$ cat src/rtl/load_gen_scheduler.sv
// Round-robin burst scheduler for the load data generator: picks a channel per frame,
// counts generator words to find frame ends, and controls generator reset and FIFO-ready.
module load_gen_scheduler #(
    parameter int unsigned NCH     = 4,
    parameter int unsigned TIMEOUT = 1024
) (
    input  logic                     clk,
    input  logic                     nRST,
    input  logic                     start,
    input  logic                     abort,
    input  logic [15:0]              burst_frames,
    input  logic [NCH-1:0]           ch_enable,
    input  logic [NCH*16-1:0]        ch_flag,
    input  logic [NCH*24-1:0]        ch_length,
    input  logic                     fifo_ready,
    input  logic                     gen_data_en,
    output logic                     gen_nrst,
    output logic                     gen_fifo_ready,
    output logic [15:0]              flag_set,
    output logic [23:0]              length_set,
    output logic [$clog2(NCH)-1:0]   cur_ch,
    output logic                     busy,
    output logic                     frame_done,
    output logic [31:0]              frames_sent,
    output logic                     err_cfg,
    output logic                     err_timeout
);

    localparam int unsigned CW = $clog2(NCH);
    localparam int unsigned SW = $clog2(TIMEOUT + 1);

    typedef enum logic [1:0] {StIdle, StSelect, StRun, StDone} state_e;

    state_e          state_q, state_d;
    logic [CW-1:0]   ptr_q, ptr_d;
    logic [CW-1:0]   cur_ch_q, cur_ch_d;
    logic [15:0]     flag_q, flag_d;
    logic [15:0]     burst_q, burst_d;
    logic [23:0]     length_q, length_d;
    logic [22:0]     word_cnt_q, word_cnt_d;
    logic [31:0]     frames_q, frames_d;
    logic [SW-1:0]   stall_q, stall_d;
    logic            err_cfg_q, err_cfg_d;
    logic            err_to_q, err_to_d;
    logic            frame_done_q, frame_done_d;
    logic            gen_nrst_q, gen_nrst_d;
    logic            busy_q, busy_d;
    logic            run_q, run_d;

    // Channel search starting at ptr_q; invalid enabled channels seen before the winner flag cfg.
    logic            found;
    logic            cfg_bad;
    logic [CW-1:0]   win_idx;
    logic [CW-1:0]   idx;
    logic [23:0]     len;

    always_comb begin
        found   = 1'b0;
        cfg_bad = 1'b0;
        win_idx = '0;
        idx     = '0;
        len     = '0;
        for (int unsigned k = 0; k < NCH; k++) begin
            idx = CW'((32'(ptr_q) + k) % NCH);
            len = ch_length[32'(idx)*24 +: 24];
            if (!found && ch_enable[idx]) begin
                if (!len[0] && len >= 24'd14) begin
                    found   = 1'b1;
                    win_idx = idx;
                end else begin
                    cfg_bad = 1'b1;
                end
            end
        end
    end

    assign gen_fifo_ready = fifo_ready & run_q;

    always_comb begin
        state_d      = state_q;
        ptr_d        = ptr_q;
        cur_ch_d     = cur_ch_q;
        flag_d       = flag_q;
        burst_d      = burst_q;
        length_d     = length_q;
        word_cnt_d   = word_cnt_q;
        frames_d     = frames_q;
        stall_d      = stall_q;
        err_cfg_d    = err_cfg_q;
        err_to_d     = err_to_q;
        frame_done_d = 1'b0;

        case (state_q)
            StIdle: begin
                if (start) begin
                    frames_d  = '0;
                    err_cfg_d = 1'b0;
                    err_to_d  = 1'b0;
                    ptr_d     = '0;
                    state_d   = StSelect;
                end
            end
            StSelect: begin
                if (cfg_bad) begin
                    err_cfg_d = 1'b1;
                end
                if (abort) begin
                    state_d = StDone;
                end else if (found) begin
                    flag_d     = ch_flag[32'(win_idx)*16 +: 16];
                    length_d   = ch_length[32'(win_idx)*24 +: 24];
                    cur_ch_d   = win_idx;
                    burst_d    = burst_frames;
                    word_cnt_d = '0;
                    stall_d    = '0;
                    state_d    = StRun;
                end else begin
                    state_d = StDone;
                end
            end
            StRun: begin
                if (abort) begin
                    state_d = StDone;
                end else if (gen_data_en) begin
                    stall_d    = '0;
                    word_cnt_d = word_cnt_q + 23'd1;
                    if (word_cnt_q == length_q[23:1] - 23'd1) begin
                        frame_done_d = 1'b1;
                        frames_d     = (&frames_q) ? frames_q : frames_q + 32'd1;
                        ptr_d        = (cur_ch_q == CW'(NCH - 1)) ? '0 : cur_ch_q + CW'(1);
                        if (burst_q != 16'd0 && frames_d == {16'd0, burst_q}) begin
                            state_d = StDone;
                        end else begin
                            state_d = StSelect;
                        end
                    end
                end else if (gen_fifo_ready) begin
                    stall_d = stall_q + SW'(1);
                    if (stall_d == SW'(TIMEOUT)) begin
                        err_to_d = 1'b1;
                        state_d  = StDone;
                    end
                end
            end
            StDone: begin
                state_d = StIdle;
            end
            default: begin
                state_d = StIdle;
            end
        endcase

        // Generator stays out of reset through SELECT between frames of a running burst.
        run_d      = (state_d == StRun);
        busy_d     = (state_d == StSelect) || (state_d == StRun);
        gen_nrst_d = run_d || ((state_d == StSelect) && (state_q == StRun));
    end

    always_ff @(posedge clk or negedge nRST) begin
        if (!nRST) begin
            state_q      <= StIdle;
            ptr_q        <= '0;
            cur_ch_q     <= '0;
            flag_q       <= '0;
            burst_q      <= '0;
            length_q     <= '0;
            word_cnt_q   <= '0;
            frames_q     <= '0;
            stall_q      <= '0;
            err_cfg_q    <= 1'b0;
            err_to_q     <= 1'b0;
            frame_done_q <= 1'b0;
            gen_nrst_q   <= 1'b0;
            busy_q       <= 1'b0;
            run_q        <= 1'b0;
        end else begin
            state_q      <= state_d;
            ptr_q        <= ptr_d;
            cur_ch_q     <= cur_ch_d;
            flag_q       <= flag_d;
            burst_q      <= burst_d;
            length_q     <= length_d;
            word_cnt_q   <= word_cnt_d;
            frames_q     <= frames_d;
            stall_q      <= stall_d;
            err_cfg_q    <= err_cfg_d;
            err_to_q     <= err_to_d;
            frame_done_q <= frame_done_d;
            gen_nrst_q   <= gen_nrst_d;
            busy_q       <= busy_d;
            run_q        <= run_d;
        end
    end

    assign gen_nrst    = gen_nrst_q;
    assign flag_set    = flag_q;
    assign length_set  = length_q;
    assign cur_ch      = cur_ch_q;
    assign busy        = busy_q;
    assign frame_done  = frame_done_q;
    assign frames_sent = frames_q;
    assign err_cfg     = err_cfg_q;
    assign err_timeout = err_to_q;

endmodule

$ cat config.mk
export PLATFORM = sky130hd
export DESIGN_NAME = load_gen_scheduler
export DESIGN_NICKNAME = d
export VERILOG_FILES = /design/src/rtl/load_gen_scheduler.sv
export SDC_FILE = /design/constraint.sdc
export NUM_CORES = 1
export LEC_CHECK = 0
export CAP_MARGIN = 20
export CORE_MARGIN = 3
export CORE_UTILIZATION = 50
export CTS_CLUSTER_SIZE = 30
export DETAILED_ROUTE_END_ITERATION = 10
export MAX_ROUTING_LAYER = met4
export PLACE_DENSITY_LB_ADDON = 0.15
export SYNTH_ARGS = -nofsm -noshare
export SYNTH_HDL_FRONTEND = slang
export SYNTH_SLANG_ARGS = --single-unit
$ cat constraint.sdc
create_clock -name clk -period 4.2 [get_ports clk]
set_clock_uncertainty 0.05 [all_clocks]
set_input_delay 0.84 -clock clk [delete_from_list [all_inputs] [get_ports clk]]
set_output_delay 0.84 -clock clk [all_outputs]
set_load 0.05 [all_outputs]
; ---- Word level (Yosys, flattened, before mapping)
; Cells that the tools add are included.
[classes]
n_eq_ne = 20
magnitude_cmp = 8
n_bitwise = 2
reduce_logical = 30
add_sub_neg = 8
mul = 5
n_mux = 77
shifts = 6
[op_table]
columns = operator, n
row1 = $shiftx 96x8->24, 5
row2 = $mux 32, 5
row3 = $ge 24x4->1 const B, 4
row4 = $mux 23, 4
row5 = $pmux 32 s2, 1
row6 = $shiftx 64x7->16, 1
row7 = $mux 11, 5
row8 = $pmux 23 s2, 1
row9 = $mux 2, 20
row10 = $add 32x1->32 const B, 1
row11 = $eq 32x16->1, 1
row12 = $mux 1, 32
row13 = $reduce_and 32->1, 1
row14 = $add 23x1->23 const B, 1
row15 = $eq 23x23->1, 1
row16 = $sub 23x1->23 const B, 1
row17 = $pmux 11 s2, 1
row18 = $mul 2x2->4 const B, 5
row19 = $ne 2x2->1 const B, 10
row20 = $reduce_bool 16->1, 1
row21 = $reduce_and 5->1, 3
row22 = $lt 2x3->1 const B, 4
row23 = $add 11x1->11 const B, 1
row24 = $eq 11x11->1 const B, 1
row25 = other kinds (18), 46
[totals]
elab_cells = 171
ff_bits = 134
output_inout_bits = 80
in_bits = 186

; ---- Logic depth before layout (Yosys ltp)
; Gate-level depths: netlist (run 1).
[depth]
word_depth = 21
depth_mapped = 16
ltp_nobuf = 13

; ---- Least setup slack after synthesis (run 1)
; No wires, ideal clock.
[synth_timing]
kind = reg2reg
start = register length_q[3] (netlist: length_set[3])
end = register frames_q[24] (netlist: frames_sent[24])
period_less_slack_ps = 3910
arrival_ps = 3736
slack_ps = 290
path_buffers = 5
t_required_ps = 4026
stages_incl_launch_ff = 16
setup_time_ps = 124
cell_sequence = dfrtp_1 -> buf_6 -> or4_4 -> buf_6 -> or3_1 -> buf_6 -> a2111oi_4 -> o221ai_2 -> a2111oi_4 -> o2111ai_2 -> or2_1 -> buf_6 -> inv_4 -> nor2_4 -> buf_6 -> a211o_1
[synth_between]
elab_chain_cells = 4
[synth_rtl]
columns = element, line_no
row1 = start: declaration, 39  ; logic [23:0] length_q, length_d;
row2 = start signal: assignment, 182  ; length_q <= length_d;
row3 = $sub 23x1->23, 127  ; if (word_cnt_q == length_q[23:1] - 23'd1) begin
row4 = $eq 23x23->1, 127
row5 = $ne 2x2->1 (no line), n/a
row6 = $reduce_and 5->1 (no line), n/a
row7 = end signal: assignment, 184  ; frames_q <= frames_d;
row8 = end: declaration, 41  ; logic [31:0] frames_q, frames_d;
; No other way between the ends.
; A chain may end at the register's enable or synchronous reset.

; ---- Worst setup path in the final report (run 1)
[layout_timing]
start = register length_q[3] (netlist: length_set[3])
end = register frames_q[19] (netlist: frames_sent[19])
; Same word-level chain as after synthesis.

==> run metrics, run 1 <==
PD cells 602 nW/um^2; FP Rows 50; initial antenna violation count 0; Crit Path Class reg -> reg; Synthesis Warnings 0; area delta synth->final 39.5%; crit-path most repeated cell a2111oi_4; fill cell count 1485; CTS tree done; Die X 145 microns; worst skew pair latency 0.42 ns; FF+latch count, synth 134; placed inst area 12900 sq um; io pins 266; fmax 256 MHz; CTS Buffer Depth 2; maximum fanout along the worst path 15; Worst-Margin Slew 0.795 ns; Gate Count Post-Synth 1119; Mapped Area 9720 sq um; vias in the first global route 10100; asr flop ratio synth 1.00; Iteration-0 DRC Markers 796; Fin. Hold Viols 0; fin crit period 3.91 ns; total power 8.15 mW; post-cts sizing count 0; Pins Over Slew Limit 0; Inserted Clock Buffers 17; Worst Setup Start Kind register; Max-Cap Viols 0; # setup viols final 0; TritonRoute pass-1 iters 5; Die H 145 microns; ANT cells 0; ranking of synthesized cells by area dfrtp_1 (35%), mux2i_1 (9.7%), nand2_1 (6.5%), xnor2_1 (4.5%), o221ai_1 (3.7%); average size of a mapped cell 8.68 sq um; DR vias/cell 6.12; Top FF cell, synth dfrtp_1; setup repair bufs after CTS 0; layout cells sized above 1 0.0919; grt total ovfl 0; final instance area 13500 sq um; area leader, netlist dfrtp_1; Synth top area share 0.345; WL/cell 21.1 microns; Unique masters post-synth 77; sequential area share after synthesis 0.345; largest net degree at the start of global routing 83; Critical Path Max Stage Delay 0.61 ns; Max VDD drop 0.386 mV; synth cell count leaders nand2_1 (168), dfrtp_1 (134), mux2i_1 (94), nor2_1 (64), clkbuf_1 (54); crit share post-route 0.932; LEAKAGE 5.87 nW; clk sinks 134; post-detailed-route DRC marker count 0; clk root buf clkbuf_16; RSZ-0062 raised after global routing false; global-route wire length before repair 55500 microns; Nets 1585; Crit-path slowest cell or4_4; Syn Nets 1312; Rel. slew slack 0.470; CP Data Required Time 4.46 ns; effective utilization at floorplan 0.514; IO buf count 265; Die ar. 21100 sq um; Routed Antenna Nets 0; CP top delay family simple AND/OR/NAND/NOR gates; EDFF count, synth 0; worst-path cell chain or4_4, or3_1, a2111oi_4, o221ai_2, a2111oi_4, o2111ai_2, or2_1, inv_4, nor2_4, a221o_1; PnR worst setup slack 0.287 ns; H-tree depth 4; Routability Congestion 0.985; Final Core Density 0.717; CP Data Arrival Time 4.17 ns; total number of vias 10200; Hold WC Path Type in -> async; # hold bufs at CTS 0; All-Layer GR Usage 0.336; most frequent cell after synthesis nand2_1; Setup crit end kind register; pre-CTS WS -0.0249 ns; HPWL after DPL 27200 microns; Worst-path clk slew 0.06 ns; status completed; Buf+Inv Stages, Crit Path 1; core area 18900 sq um; Total Wirelength 35000 microns
## flip-flops by register name (all words and copies together) (netlist names), 11 cells and up
| register | flops |
|---|---|
| frames_sent | 32 |
| length_set | 24 |
| word_cnt_q | 23 |
| stall_q | 11 |
| burst_q | 16 |
| flag_set | 16 |
## kinds of logic (layout without fill, tap and decap cells)
| kind of cell | after synthesis | in the layout | synth area share |
|---|---|---|---|
| multiplexers | 103 | 103 | 0.110 |
| XOR/XNOR | 86 | 86 | 0.0789 |
| flip-flops | 134 | 134 | 0.345 |
| AND/OR/NAND/NOR | 492 | 492 | 0.252 |
| AO/OA/AOI/OAI | 205 | 205 | 0.162 |
| adder cells (fa/ha/maj) | 7 | 7 | 0.00901 |
| buffers and inverters | 92 | 377 | 0.0434 |
## layout make-up
cell class,instances,area [sq um],area share
inverters,18,70.1,0.00517
clock buffers,19,453,0.0334
multi-input cells,893,5970,0.441
well taps,260,325,0.0240
clock inverters,12,176,0.0130
repair buffers,328,3200,0.236
flip-flops and latches,134,3350,0.247
## per-stage QoR
stage	TNS, ns	hold slack [ns]	cells
floorplan	0	0.420	1119
global placement	-0.530	0.420	1633
detailed placement	-0.0781	0.422	1633
CTS	0	0.439	1664
global route	0	0.465	1664
finish	0	0.397	1664
## power by group
group          internal, mW  switching (mW)
clock network          1.02           0.594
registers              1.62           0.474
logic                  1.85            2.59
## cells in the final DEF (no fill, tap or decap), types with 24 or more instances in the layout
cell             count
nand3_1             52
nor4_1              39
and3_1              25
nor3_1              35
o21ai_0             37
nand4_1             24
nor2_1              64
o221ai_1            41
buf_4               57
nand2_1            168
mux2i_1             94
clkdlybuf4s50_1    264
dfrtp_1            134
xnor2_1             50
xor2_1              35
## path summary, 6_finish.rpt
kind,startpoint,endpoint,slack (ns),depth (start not counted)
setup reg to reg,length_set[3],frames_sent[19],0.29,10
max in group asynchronous,nRST,burst_q[11],2.77,2
hold reg to reg,flag_set[3],flag_set[3],0.44,2
min in group clk,flag_set[3],flag_set[3],0.44,2
hold / removal,nRST,stall_q[4],0.40,1
setup / recovery,length_set[3],frames_sent[19],0.29,10
## per-layer routing
layer | up-vias | track usage | part of all wire
li1 | 4689 | - | -
met1 | 4901 | 0.425 | 0.40
met2 | 519 | 0.540 | 0.49
met3 | 79 | 0.0694 | 0.083
met4 | 0 | 0.115 | 0.027
met5 | - | - | 0
Power figures use the tool's default switching activity.
==> run 2, diff against run 1 <==
--- a/config.mk
+++ b/config.mk
@@ -7,11 +7,12 @@
 export LEC_CHECK = 0
 export CAP_MARGIN = 20
 export CORE_MARGIN = 3
-export CORE_UTILIZATION = 50
+export CORE_UTILIZATION = 45
 export CTS_CLUSTER_SIZE = 30
 export DETAILED_ROUTE_END_ITERATION = 10
 export MAX_ROUTING_LAYER = met4
 export PLACE_DENSITY_LB_ADDON = 0.15
+export REMOVE_ABC_BUFFERS = 1
 export SYNTH_ARGS = -nofsm -noshare
 export SYNTH_HDL_FRONTEND = slang
 export SYNTH_SLANG_ARGS = --single-unit
==> constraint.sdc (replaced) <==
create_clock -name clk -period 3.2 [get_ports clk]
set_clock_uncertainty 0.05 [all_clocks]
set_input_delay 0.64 -clock clk [delete_from_list [all_inputs] [get_ports clk]]
set_output_delay 0.64 -clock clk [all_outputs]
set_load 0.05 [all_outputs]
==> run metrics, run 2 (synthesis results as in run 1) <==
H-tree depth 4; pre-CTS WS -0.914 ns; maximum fanout along the worst path 7; placed inst area 14600 sq um; clk sinks 134; Rel. slew slack 0.509; Largest register FFs 32; Nets 1824; FP Rows 53; power share of the combinational group 0.611; worst-path cell chain or4_4, or3_4, a2111oi_4, o221ai_2, a2111oi_4, o2111ai_2, or2_4, buf_12, inv_12, nor2_4, buf_12, o41ai_4; Max-Cap Viols 0; grt total ovfl 0; CP Data Arrival Time 3.78 ns; area delta synth->final 66.8%; commonest non-fill, non-tap cells in the layout buf_4 (263), clkdlybuf4s50_1 (202), nand2_1 (161); All-Layer GR Usage 0.321; Iteration-0 DRC Markers 987; placed insts 1858; HPWL after DPL 28900 microns; RSZ-0062 raised after global routing true; DR vias/cell 5.85; non-filler instance count after layout 1924; Pint 6.64 mW; LEAKAGE 7.57 nW; Die X 153 microns; CTS tree done; total number of vias 11200; NetSw 5.26 mW; fin crit period 3.50 ns; largest net degree at the start of global routing 79; effective utilization at floorplan 0.461; TritonRoute pass-1 iters 5; Worst-path clk slew 0.07 ns; met3 wire length 2670 microns; PnR worst setup slack -0.304 ns; vias in the first global route 11000; Buf+Inv Stages, Crit Path 3; total power 11.9 mW; final instance area 16200 sq um; Crit-path slowest cell or4_4; Routability Congestion 0.999; Worst Setup Start Kind register; worst skew pair latency 0.43 ns; CP top delay family simple AND/OR/NAND/NOR gates; Final Core Density 0.768; Crit Path Class reg -> reg; Met2 Wirelength 18800 microns; crit share post-route 1.10; # setup viols final 40; CTS Buffer Depth 2; hold slack 0.118 ns; PD cells 734 nW/um^2; Die ar. 23400 sq um; commonest non-fill, non-tap cell in the layout buf_4; Sw Ratio 0.442; core area 21100 sq um; setup tns final -8.45 ns; failing checks negative setup slack; M1 WL 15800 microns; io pins 266; Die H 153 microns; Clock power frac 0.174; clk root buf clkbuf_16; Fin. Hold Viols 0; Max VDD drop 0.485 mV; Setup crit end kind register; Worst-Margin Slew 0.734 ns; Hold WC Path Type in -> async; Routed Antenna Nets 0; Total Wirelength 38800 microns; status finished with violations; sequential fraction of design power 0.215; layout cells sized above 1 0.279; Inserted Clock Buffers 17; Top Layer Used met4; IO buf count 265; global-route wire length before repair 58700 microns; CP Data Required Time 3.48 ns; post-detailed-route DRC marker count 0; Pins Over Slew Limit 0; initial antenna violation count 1; WL/cell 20.2 microns; fmax 285 MHz; Critical Path Max Stage Delay 0.57 ns
run 2: changes by cell type in the layout (fill, tap and decap cells not counted), moves of 9 or more:
cell	before	now
clkbuf_2	0	9
dlygate4sd2_1	0	14
dlymetal6s2s_1	0	35
buf_6	1	17
nor4_1	39	16
o21ai_0	37	28
nor4_2	0	18
clkdlybuf4s50_1	264	202
buf_4	57	263
run 2: timing repair:
| item | 4_1_cts | 5_1_grt |
|---|---|---|
| hold buffers | 0 | 0 |
| cloned | 5 | 2 |
| gates resized for setup | 99 | 125 |
| buffers inserted | 9 | 17 |
| pin swaps | 36 | 60 |
| setup endpoints to repair | 131 | 109 |
run 2: routing by layer:
metal  up-vias  global-route usage
li1       5192                   -
met1      5356               0.410
met2       587               0.520
met3       114              0.0439
met4         0               0.123
met5         -                   -
run 2: final cells by class:
| class | instances | area [sq um] |
|---|---|---|
| diodes | 5 | 12.5 |
| repair buffers | 566 | 5300 |
| inverters | 18 | 80.1 |
| clock buffers | 17 | 425 |
| flip-flops and latches | 134 | 3350 |
| fillers | 1462 | 4880 |
| multi-input cells | 894 | 6510 |
| clock inverters | 15 | 183 |
| well taps | 275 | 344 |
run 2: path summary, 6_finish.rpt:
| check | startpoint | depth (start not counted) | slack (ns) | endpoint |
|---|---|---|---|---|
| min | nRST | 1 | 0.12 | stall_q[4] |
| max in group asynchronous | nRST | 2 | 2.16 | burst_q[15] |
| max | length_set[3] | 12 | -0.30 | ptr_q[0] |
| min in group clk | flag_set[9] | 2 | 0.45 | flag_set[9] |
| min reg2reg | flag_set[9] | 2 | 0.45 | flag_set[9] |
| max reg2reg | length_set[3] | 12 | -0.30 | ptr_q[0] |
run 2: power by group through the flow:
stage	logic [mW]	clock network [mW]	registers, mW
final	7.27	2.07	2.55
after global placement	6.44	0	2.54
after global routing	7.67	2.16	2.61
after detailed placement	6.58	0	2.56
after floorplan	2.45	0	3.55
after CTS	7.11	2.08	2.53
==> run 3, diff against run 2 <==
--- a/config.mk
+++ b/config.mk
@@ -6,6 +6,7 @@
 export NUM_CORES = 1
 export LEC_CHECK = 0
 export CAP_MARGIN = 20
+export CORE_ASPECT_RATIO = 1.5
 export CORE_MARGIN = 3
 export CORE_UTILIZATION = 45
 export CTS_CLUSTER_SIZE = 30
==> run metrics, run 3 (synthesis results as in run 1) <==
status finished with violations; failing checks negative setup slack; Buf+Inv Stages, Crit Path 1; total power 12.6 mW; Worst Setup Start Kind register; PD cells 754 nW/um^2; final instance area 16700 sq um; Sw Ratio 0.441; CP top delay family simple AND/OR/NAND/NOR gates; Worst path depth 10; total number of vias 11800; initial antenna violation count 3; H-tree depth 4; Worst-Margin Slew 0.605 ns; Clock power frac 0.169; WL/cell 22.8 microns; fin crit period 3.50 ns; LEAKAGE 7.69 nW; commonest non-fill, non-tap cells in the layout buf_4 (312), clkdlybuf4s50_1 (200), nand2_1 (163); CTS tree done; Crit Path Class reg -> reg; Rel. slew slack 0.593; fmax 286 MHz; largest net degree at the start of global routing 56; Die H 186 microns; non-filler instance count after layout 1968; CP Data Required Time 3.49 ns; Die ar. 23400 sq um; Critical Path Max Stage Delay 0.56 ns; maximum fanout along the worst path 6; area delta synth->final 71.5%; worst skew pair latency 0.45 ns; power share of the combinational group 0.626; effective utilization at floorplan 0.459; Die X 126 microns; Pint 7.02 mW; Pins Over Slew Limit 0; post-detailed-route DRC marker count 0; Largest register FFs 32; Iteration-0 DRC Markers 749; core area 21100 sq um; grt total ovfl 0; setup tns final -7.90 ns; IO buf count 265; clk sinks 134; HPWL after DPL 32600 microns; FP Rows 65; Total Wirelength 45000 microns; commonest non-fill, non-tap cell in the layout buf_4; TritonRoute pass-1 iters 7; layout cells sized above 1 0.315; io pins 266; PnR worst setup slack -0.299 ns; Setup crit end kind register; # setup viols final 51; global-route wire length before repair 65300 microns; Routability Congestion 1.02; CTS Buffer Depth 2; Fin. Hold Viols 0; sequential fraction of design power 0.206; Final Core Density 0.788; Crit-path slowest cell or4_4; vias in the first global route 12000; Nets 1876; Routed Antenna Nets 0; NetSw 5.54 mW; Worst-path clk slew 0.06 ns; fill cell count 1412; Max-Cap Viols 0; cells on worst reg2reg path 10; crit-path most repeated cell a2111oi_4; DR vias/cell 5.99; crit share post-route 1.09; All-Layer GR Usage 0.370; placed inst area 14700 sq um; placed insts 1879; RSZ-0062 raised after global routing true; Inserted Clock Buffers 17; CP Data Arrival Time 3.78 ns; clk root buf clkbuf_16; Max VDD drop 0.833 mV; Hold WC Path Type in -> async; worst-path cell chain or4_4, or3_4, a2111oi_4, o221ai_2, a2111oi_4, o2111ai_2, or2_4, buf_12, mux2_2, a21o_1
## run 3: cell type report
| class | instances | area [sq um] | area share |
|---|---|---|---|
| Inverter | 18 | 72.6 | 0.00435 |
| Tap cell | 268 | 335 | 0.0201 |
| Multi-Input combinational cell | 894 | 6630 | 0.398 |
| Timing Repair Buffer | 618 | 5640 | 0.339 |
| Antenna cell | 4 | 10.0 | 0.000601 |
| Sequential cell | 134 | 3350 | 0.201 |
| Clock inverter | 11 | 148 | 0.00886 |
| Clock buffer | 21 | 470 | 0.0282 |
## run 3: what timing repair did
item	in CTS	in global routing
pin swaps	54	63
gates cloned	3	4
endpoints found under the setup margin	93	89
hold buffers	0	0
setup buffers	29	18
gates resized for setup	139	127
## run 3: layer usage
metal	GRT usage	wire, microns	vias to the layer above
li1	-	-	5289
met1	0.384	15600	5704
met2	0.665	23600	608
met3	0.0525	2570	193
met4	0.218	3180	0
met5	-	0	-
## run 3: final timing paths
path / startpoint / to / slack [ns]
worst max register to register: length_set[4] / frames_sent[12] / -0.30
worst min-delay path: nRST / frames_sent[31] / 0.10
max in group asynchronous: nRST / length_set[1] / 2.07
worst min register to register: length_set[0] / length_set[0] / 0.45
worst max-delay path: length_set[4] / frames_sent[12] / -0.30
min in group clk: length_set[0] / length_set[0] / 0.45
## run 3: power groups by stage
stage                     Sequential, mW  Combinational [mW]  Clock, mW
after detailed placement            2.57                6.72          0
final                               2.58                7.86       2.12
after CTS                           2.55                7.34       2.12
after global routing                2.62                8.21       2.19
after floorplan                     3.55                2.45          0
after global placement              2.57                6.59          0
## run 3: worst reg2reg max path: stages (launching register included)
cell and delay (ns):
dfrtp_1 0.38, or4_4 0.56, or3_4 0.40, a2111oi_4 0.31
o221ai_2 0.15, a2111oi_4 0.33, o2111ai_2 0.23, or2_4 0.36
buf_12 0.16, mux2_2 0.27, a21o_1 0.18
## run 3: through the flow
stage / setup WS [ns] / hold slack [ns]
2_1_floorplan: -5.43 / 0.294
3_3_place_gp: -0.768 / 0.421
3_5_place_dp: -0.809 / 0.426
4_1_cts: -0.224 / 0.124
5_1_grt: -0.416 / 0.134
6_report: -0.299 / 0.103
